### src/rtl/pong_pkg.sv
// pong_pkg: shared types and constants for the Pong rule/score blocks.
//   ref_state_t     - match state of the referee
//   DEF_*           - default field limits, serve delay and match length
//   SCORE_MAX       - point count at which score counters saturate
//   sat_inc()       - saturating increment for a score counter
package pong_pkg;

   typedef enum logic [2:0] {
      IDLE,
      SERVE,
      PLAY,
      SCORE,
      OVER
   } ref_state_t;

   localparam int unsigned DEF_X_W          = 10;
   localparam int unsigned DEF_LEFT_LIMIT   = 8;
   localparam int unsigned DEF_RIGHT_LIMIT  = 631;
   localparam int unsigned DEF_SERVE_FRAMES = 60;
   localparam int unsigned DEF_WIN_SCORE    = 11;

   localparam int unsigned SCORE_W   = 7;
   localparam logic [SCORE_W-1:0] SCORE_MAX = 7'd99;

   function automatic logic [SCORE_W-1:0] sat_inc(input logic [SCORE_W-1:0] v);
      return (v >= SCORE_MAX) ? v : v + 7'd1;
   endfunction

endpackage

### src/rtl/edge_pulse.sv
// edge_pulse: rising-edge detector.
//   clk   - clock
//   reset - asynchronous active-high reset (clears the history flop)
//   level - level input, synchronous to clk
//   pulse - high while level is 1 and was 0 on the previous clock
module edge_pulse (
   input  logic clk,
   input  logic reset,
   input  logic level,
   output logic pulse
);

   logic level_q;

   always_ff @(posedge clk or posedge reset) begin
      if (reset) begin
         level_q <= 1'b0;
      end else begin
         level_q <= level;
      end
   end

   assign pulse = level & ~level_q;

endmodule

### src/rtl/game_referee.sv
// game_referee: Pong match rule engine.
//   clk, reset          - clock, asynchronous active-high reset
//   start               - start button level (edge-detected here)
//   frame_tick          - one-cycle strobe per video frame
//   ball_x              - ball X position, valid with frame_tick
//   player_right_scores - one-cycle pulse, right player scored
//   player_left_scores  - one-cycle pulse, left player scored
//   score_clear         - one-cycle pulse at match start
//   ball_run            - ball motion enable
//   ball_center         - hold ball at field centre
//   serve_left          - next serve goes toward the left player
//   game_over           - match finished
// All outputs are flops updated together with the state register.
module game_referee
   import pong_pkg::*;
#(
   parameter int unsigned X_W          = DEF_X_W,
   parameter int unsigned LEFT_LIMIT   = DEF_LEFT_LIMIT,
   parameter int unsigned RIGHT_LIMIT  = DEF_RIGHT_LIMIT,
   parameter int unsigned SERVE_FRAMES = DEF_SERVE_FRAMES,
   parameter int unsigned WIN_SCORE    = DEF_WIN_SCORE
) (
   input  logic           clk,
   input  logic           reset,
   input  logic           start,
   input  logic           frame_tick,
   input  logic [X_W-1:0] ball_x,
   output logic           player_right_scores,
   output logic           player_left_scores,
   output logic           score_clear,
   output logic           ball_run,
   output logic           ball_center,
   output logic           serve_left,
   output logic           game_over
);

   localparam int unsigned CNT_W = ($clog2(SERVE_FRAMES + 1) > 0) ? $clog2(SERVE_FRAMES + 1) : 1;
   localparam logic [CNT_W-1:0] SERVE_LOAD = CNT_W'(SERVE_FRAMES);
   localparam logic [X_W-1:0]   LEFT_X     = X_W'(LEFT_LIMIT);
   localparam logic [X_W-1:0]   RIGHT_X    = X_W'(RIGHT_LIMIT);

   ref_state_t         state;
   logic [CNT_W-1:0]   serve_cnt;
   logic [SCORE_W-1:0] score_r;
   logic [SCORE_W-1:0] score_l;
   logic [SCORE_W-1:0] score_now;
   logic               start_pulse;

   edge_pulse u_start_edge (
      .clk   (clk),
      .reset (reset),
      .level (start),
      .pulse (start_pulse)
   );

   // In SCORE, serve_left was just set toward the conceding side, so it
   // also identifies whose counter was bumped.
   assign score_now = serve_left ? score_r : score_l;

   always_ff @(posedge clk or posedge reset) begin
      if (reset) begin
         state               <= IDLE;
         serve_cnt           <= '0;
         score_r             <= '0;
         score_l             <= '0;
         player_right_scores <= 1'b0;
         player_left_scores  <= 1'b0;
         score_clear         <= 1'b0;
         ball_run            <= 1'b0;
         ball_center         <= 1'b1;
         serve_left          <= 1'b0;
         game_over           <= 1'b0;
      end else begin
         // Strobes default low; set for exactly one cycle below.
         player_right_scores <= 1'b0;
         player_left_scores  <= 1'b0;
         score_clear         <= 1'b0;

         unique case (state)
            IDLE, OVER: begin
               if (start_pulse) begin
                  state       <= SERVE;
                  score_clear <= 1'b1;
                  score_r     <= '0;
                  score_l     <= '0;
                  serve_left  <= 1'b0;
                  serve_cnt   <= SERVE_LOAD;
                  game_over   <= 1'b0;
                  ball_center <= 1'b1;
                  ball_run    <= 1'b0;
               end
            end

            SERVE: begin
               if (serve_cnt == '0) begin
                  state       <= PLAY;
                  ball_run    <= 1'b1;
                  ball_center <= 1'b0;
               end else if (frame_tick) begin
                  serve_cnt <= serve_cnt - CNT_W'(1);
               end
            end

            PLAY: begin
               if (frame_tick) begin
                  // Left test first: it wins if the limits overlap.
                  if (ball_x <= LEFT_X) begin
                     state               <= SCORE;
                     player_right_scores <= 1'b1;
                     score_r             <= sat_inc(score_r);
                     serve_left          <= 1'b1;
                     ball_run            <= 1'b0;
                     ball_center         <= 1'b1;
                  end else if (ball_x >= RIGHT_X) begin
                     state              <= SCORE;
                     player_left_scores <= 1'b1;
                     score_l            <= sat_inc(score_l);
                     serve_left         <= 1'b0;
                     ball_run           <= 1'b0;
                     ball_center        <= 1'b1;
                  end
               end
            end

            SCORE: begin
               if (WIN_SCORE != 0 && 32'(score_now) == WIN_SCORE) begin
                  state     <= OVER;
                  game_over <= 1'b1;
               end else begin
                  state     <= SERVE;
                  serve_cnt <= SERVE_LOAD;
               end
            end

            default: begin
               state <= IDLE;
            end
         endcase
      end
   end

endmodule

### config.mk
export PLATFORM = sky130hd
export DESIGN_NAME = game_referee
export DESIGN_NICKNAME = d
export VERILOG_FILES = /design/src/rtl/pong_pkg.sv /design/src/rtl/edge_pulse.sv /design/src/rtl/game_referee.sv
export SDC_FILE = /design/constraint.sdc
export NUM_CORES = 1
export LEC_CHECK = 0
export CAP_MARGIN = 10
export CORE_MARGIN = 2
export CORE_UTILIZATION = 35
export CTS_CLUSTER_SIZE = 24
export DETAILED_ROUTE_END_ITERATION = 8
export PLACE_DENSITY_LB_ADDON = 0.1
export SYNTH_ARGS = -nofsm -noshare
export SYNTH_HDL_FRONTEND = slang
export SYNTH_SLANG_ARGS = --single-unit
### constraint.sdc
create_clock -name clk -period 2.7 [get_ports clk]
set_clock_uncertainty 0.2 [all_clocks]
set_input_delay 0.54 -clock clk [delete_from_list [all_inputs] [get_ports clk]]
set_output_delay 0.54 -clock clk [all_outputs]
set_load 0.02 [all_outputs]
* After elaboration in Yosys (flattened, before gate mapping)
Index checks and enable logic that the tools add are counted.
** Cells by class
- $add $sub $neg :: 3
- $lt $le $gt $ge :: 4
- Equal/unequal tests :: 18
- Multiplexer cells :: 49
- Bitwise operators :: 2
- Reductions and logical operators :: 14
** Operator list (number)
- $mux W7 :: 9
- $pmux W7 S2 :: 2
- $mux W6 :: 4
- $ne A2 B2 Y1 const B :: 12
- $mux W1 :: 22
- $mux W3 :: 6
- $pmux W6 S3 :: 1
- $reduce_and A5 Y1 :: 3
- $add A7 B1 Y7 const B :: 2
- $ge A7 B7 Y1 const B :: 2
- $pmux W3 S4 :: 1
- $ge A10 B10 Y1 const B :: 1
- $le A10 B4 Y1 const B :: 1
- $reduce_and A4 Y1 :: 2
- $eq A7 B4 Y1 const B :: 1
- $eq A3 B2 Y1 const B :: 2
- $logic_not A6 Y1 :: 1
- $pmux W1 S3 :: 2
- $reduce_and A6 Y1 :: 1
- $reduce_bool A3 Y1 :: 2
- $sub A6 B1 Y6 const B :: 1
- $pmux W1 S2 :: 2
- $reduce_bool A2 Y1 :: 2
- $eq A3 B1 Y1 const B :: 1
- 7 further kinds :: 7
** Storage, ports and cells
- Flip-flop bits (word level) :: 31
- Bits of input ports :: 14
- Output and inout port bits :: 7

* Longest topological paths before layout
- Depth in word-level cells :: 6
- Depth in mapped cells :: 7
- Mapped depth without buffers :: 7

* Modules after synthesis
A second synthesis with hierarchy kept.
** Second synthesis, totals
- Cell total of the unflattened synthesis :: 196
- Area, all modules :: 1764.2 um2
** By module, submodules not included
- game_referee :: times used 1, cells each 193, area an instance 1721.7 um2
- edge_pulse :: times used 1, cells each 3, area an instance 42.5 um2

* Worst setup path after synthesis
No wires, ideal clock.
- Path type :: input port to flip-flop
- From :: input ball_x[6]
- To :: register score_r[5]
- Setup time :: 0.077 ns
- Data arrival time :: 1.840 ns
- Data required time :: 2.423 ns
- Path slack :: 0.583 ns
- Cell stages on the path :: 5
- Cell sequence :: nor4_4 a31oi_2 or3_4 or3_1 a21oi_1
** On the way
- Cells in the longest elaborated chain, start to end :: 3
** RTL lines
- start, declared :: line game_referee.sv:27 : input logic [X_W-1:0] ball_x,
- $le A10 B4 Y1 :: line game_referee.sv:107 : if (ball_x <= LEFT_X) begin
- $ne A2 B2 Y1 (no source line)
- $reduce_and A5 Y1 (no source line)
- end signal, assigned :: line game_referee.sv:110 : score_r <= sat_inc(score_r);
- end, declared :: line game_referee.sv:44 : logic [SCORE_W-1:0] score_r;
No other way between the ends.
A chain may end at the register's enable or synchronous reset.

* Worst setup path after layout
Ends and elaborated chain as after synthesis.

==> summary.md <==
| Metric | Value |
|---|---|
| Final WL | around 4.1 mm |
| H-tree depth | 2 |
| Routed len/inst | approximately 14 microns |
| Largest cells by area after synthesis | dfrtp_1, nor2_1, o21ai_0 |
| Vias per cell | about 5.4 |
| Residual DRC | 0 |
| Initial Util | around 37% |
| Synth unique cells | 57 |
| Max-cap violations | 0 |
| CTS root buffer | clkbuf_8 |
| Nets | ~230 |
| Tcrit/Tclk final | roughly nine tenths |
| Final WS setup | 0.2627 ns |
| Reg2reg end | score_r[5]$_DFFE_PP0P_ |
| Most area-hungry cell type in the Yosys netlist | dfrtp_1 |
| Antenna Nets Post-Route | 0 |
| Post-Synthesis Cells | approximately 190 |
| Status | finished clean |
| Routability cong. | approximately 0.83 |
| Row count | 25 |
| Worst-skew pair later-pin latency | roughly 0.28 ns |
| Vias in the first global route | roughly 1500 |
| Die X | 75.28 microns |
| Global-route wire length before repair | 7.245 mm |
| Met1 Use GR | ~23% |
| Max frequency | between 400 and 500 MHz |
| Kind of critical path | input pin to register |
| CP peak stage delay | between 0.4 and 0.5 ns |
| Fill count | approximately 490 |
| RSZ-0062 raised after global routing | false |
| Layout Utilization | between 40% and 50% |
| Yosys warns | 0 |
| GRT Max-Usage Layer | met2 |
| Global-route usage over all layers | between 10% and 20% |
| Routing usage on met3 | 6.024% |
| Met2 usage | between 20% and 30% |
| WP data arrival | around 2.4 ns |
| Seq/Total Area, Yosys | 43.70% |
| Relative slew slack | 72.25% |
| Reg2reg setup slack | around 0.41 ns |
| Max rail drop VDD | between 0.2 and 0.3 mV |
| Syn_area_per_cell | approximately 9.5 sq um |
| Reg2reg start | state[2]$_DFFE_PP0P_ |
| GRT overflow | 0 |
| CP startpoint kind | input pin |
| Vias post-DR | around 1500 |
| Synthesized net count | slightly above 200 |
| # diodes | 0 |
| Cell Pwr Density | approximately 710 nW/um^2 |
| CTS tree | yes |
| Die height | ~75 microns |
| Top FF cell, synth | dfrtp_1 |
| Worst Hold Path EP | ball_center$_DFFE_PP1P_ |
| #FFs+latches synth | 31 |
| Class of the worst hold path | register to register |
| Layout Cells excl Fill | around 280 |
| Num CTS Buffers | 5 |
| Hold Buf Count CTS | 0 |
| CTS resizes | 0 |
| Setup Buffers After CTS | 0 |
| TritonRoute pass-1 iters | 4 |
| Total power | about 1.5 mW |
| CTS Sinks | 31 |
| Min Clock Period, post-route | ~2.4 ns |
| Mapped cell area | ~1800 sq um |
| Share of cells above drive strength 1 | between 10 and 15% |
| Final Hold Viols | 0 |
| Pins Over Slew Limit | 0 |
| Antenna violations before repair | 0 |
| Worst setup EP type | register |
| Total die area | 5666 sq um |
| Post-synth EDFFs | 0 |
| Largest net degree at the start of global routing | 32 |
| Top cell type's share of synthesized area | 42.22% |
| Maximum fanout along the worst path | 5 |
| Number of port buffers | 20 |
| Area growth syn-to-layout | 20.76% |
| Core Region | around 4800 sq um |
| Required time at the worst-slack endpoint | 2.71 ns |
| IO Count | 21 |
| Slowest CP cell | clkdlybuf4s50_1 |
| R2R cell count | 5 |
| Final setup violation count | 0 |
| Least-Margin Pin Slew | about 0.41 ns |
| P_leak | ~0.92 nW |
| DRT iter0 DRCs | approximately 110 |
| Deepest clock path buffer count | 2 |
| Worst hold start | ball_center$_DFFE_PP1P_ |
| DP HPWL | 2.958 mm |
| FFs w/ async S/R, synth | 100.0% |
| Clock transition at path regs | around 0.070 ns |
| Post-place setup slack | -0.008860 ns |
| Worst path cell trace | clkdlybuf4s50_1, nor4_4, a31oi_2, or3_4, or3_1, a21oi_1 |
| Placed Cells | about 270 |
| Hold Crit Depth | 2 |
## registers in the layout (all words and copies together), names as in the netlist
register              flops
serve_cnt                 6
score_clear               1
state                     3
game_over                 1
ball_center               1
u_start_edge.level_q      1
serve_left                1
score_l                   7
player_right_scores       1
score_r                   7
player_left_scores        1
ball_run                  1
## layout by cell type (no fill, tap or decap), types with 2 or more instances in the layout
cell type and instances:
a21o_1 2, a21oi_1 4, a31oi_1 4, and2_1 3, and3_1 2, buf_4 5
clkbuf_1 2, clkbuf_8 5, clkdlybuf4s50_1 20, dfrtp_1 30, ha_1 4, inv_1 9
mux2i_1 2, nand2_1 11, nand2b_1 4, nand3_1 11, nand4_1 4, nor2_1 18
nor2b_1 2, nor3_1 6, nor3b_1 3, nor4b_1 2, o21ai_0 12, o21ai_1 6
o31ai_1 6, or3_1 3, or4_1 2, xnor2_1 2
## synth_stat cells, drive strengths merged (2+ instances only)
cell type and count:
dfrtp 30, nor2 19, o21ai 19, nand2 11, nand3 11, inv 10
o31ai 7, nor3 6, a31oi 5, a21oi 4, buf 4, ha 4
nand2b 4, nand4 4, or3 4, and2 3, nor2b 3, nor3b 3
a21o 2, and3 2, clkbuf 2, mux2i 2, nor4 2, nor4b 2
or4 2, or4b 2, xnor2 2
## layer usage
metal / part of all wire (%) / up-vias
li1: - / 746
met1: 48 / 726
met2: 46 / 34
met3: 4.7 / 5
met4: 1.4 / 0
met5: 0 / -
## final cells by class
cell class	count	area (sq um)	area share, %
Sequential cell	31	777.0	36.19
Clock buffer	7	76.32	3.555
Clock inverter	1	5.005	0.2331
Timing Repair Buffer	25	237.7	11.07
Multi-Input combinational cell	141	929.6	43.30
Inverter	10	37.54	1.748
Tap cell	67	83.83	3.904
## worst max-delay path, delay by kind of cell
| family | cells | cell delay [ns] |
|---|---|---|
| simple gates | 3 | 1.11 |
| buf+inv | 1 | 0.48 |
| compound gates | 2 | 0.32 |
## where the power goes
| group | leakage, nW | switching [mW] | internal [mW] | total (mW) |
|---|---|---|---|---|
| clock network | 0.0422 | 0.178 | 0.181 | 0.359 |
| logic | 0.486 | 0.280 | 0.234 | 0.514 |
| registers | 0.395 | 0.105 | 0.546 | 0.651 |
| total | 0.924 | 0.563 | 0.961 | 1.52 |
## stage by stage
step	setup TNS, ns	hold slack, ns	cell area [sq um]
after floorplan	0	0.2779	1778
after global placement	0	0.2817	2066
after detailed placement	-0.008860	0.2815	2066
after CTS	0	0.2955	2147
after global routing	0	0.3321	2147
final	0	0.2939	2147
## kinds of logic after synthesis
| logic type | count (synthesis) | share of synthesized area [%] |
|---|---|---|
| DFF | 31 | 43.70 |
| buffers and inverters | 16 | 4.011 |
| adders and majority gates | 4 | 2.815 |
| xor gates and xnor gates | 3 | 1.478 |
| AOI/OAI and AO/OA | 51 | 20.76 |
| muxes | 3 | 1.759 |
| and+or+nand+nor | 80 | 25.47 |
## how the worst max path moves through the flow
stage                                   endpoint              startpoint  slack [ns]
after floorplan           score_r[5]$_DFFE_PP0P_               ball_x[6]        0.58
after global placement    score_r[5]$_DFFE_PP0P_               ball_x[6]        0.03
after detailed placement  score_r[5]$_DFFE_PP0P_               ball_x[6]      -0.009
after CTS                 score_r[5]$_DFFE_PP0P_               ball_x[6]        0.28
after global routing      score_l[6]$_DFFE_PP0P_  score_l[0]$_DFFE_PP0P_        0.20
final                     score_r[5]$_DFFE_PP0P_               ball_x[6]        0.26
Power figures use the tool's default switching activity.
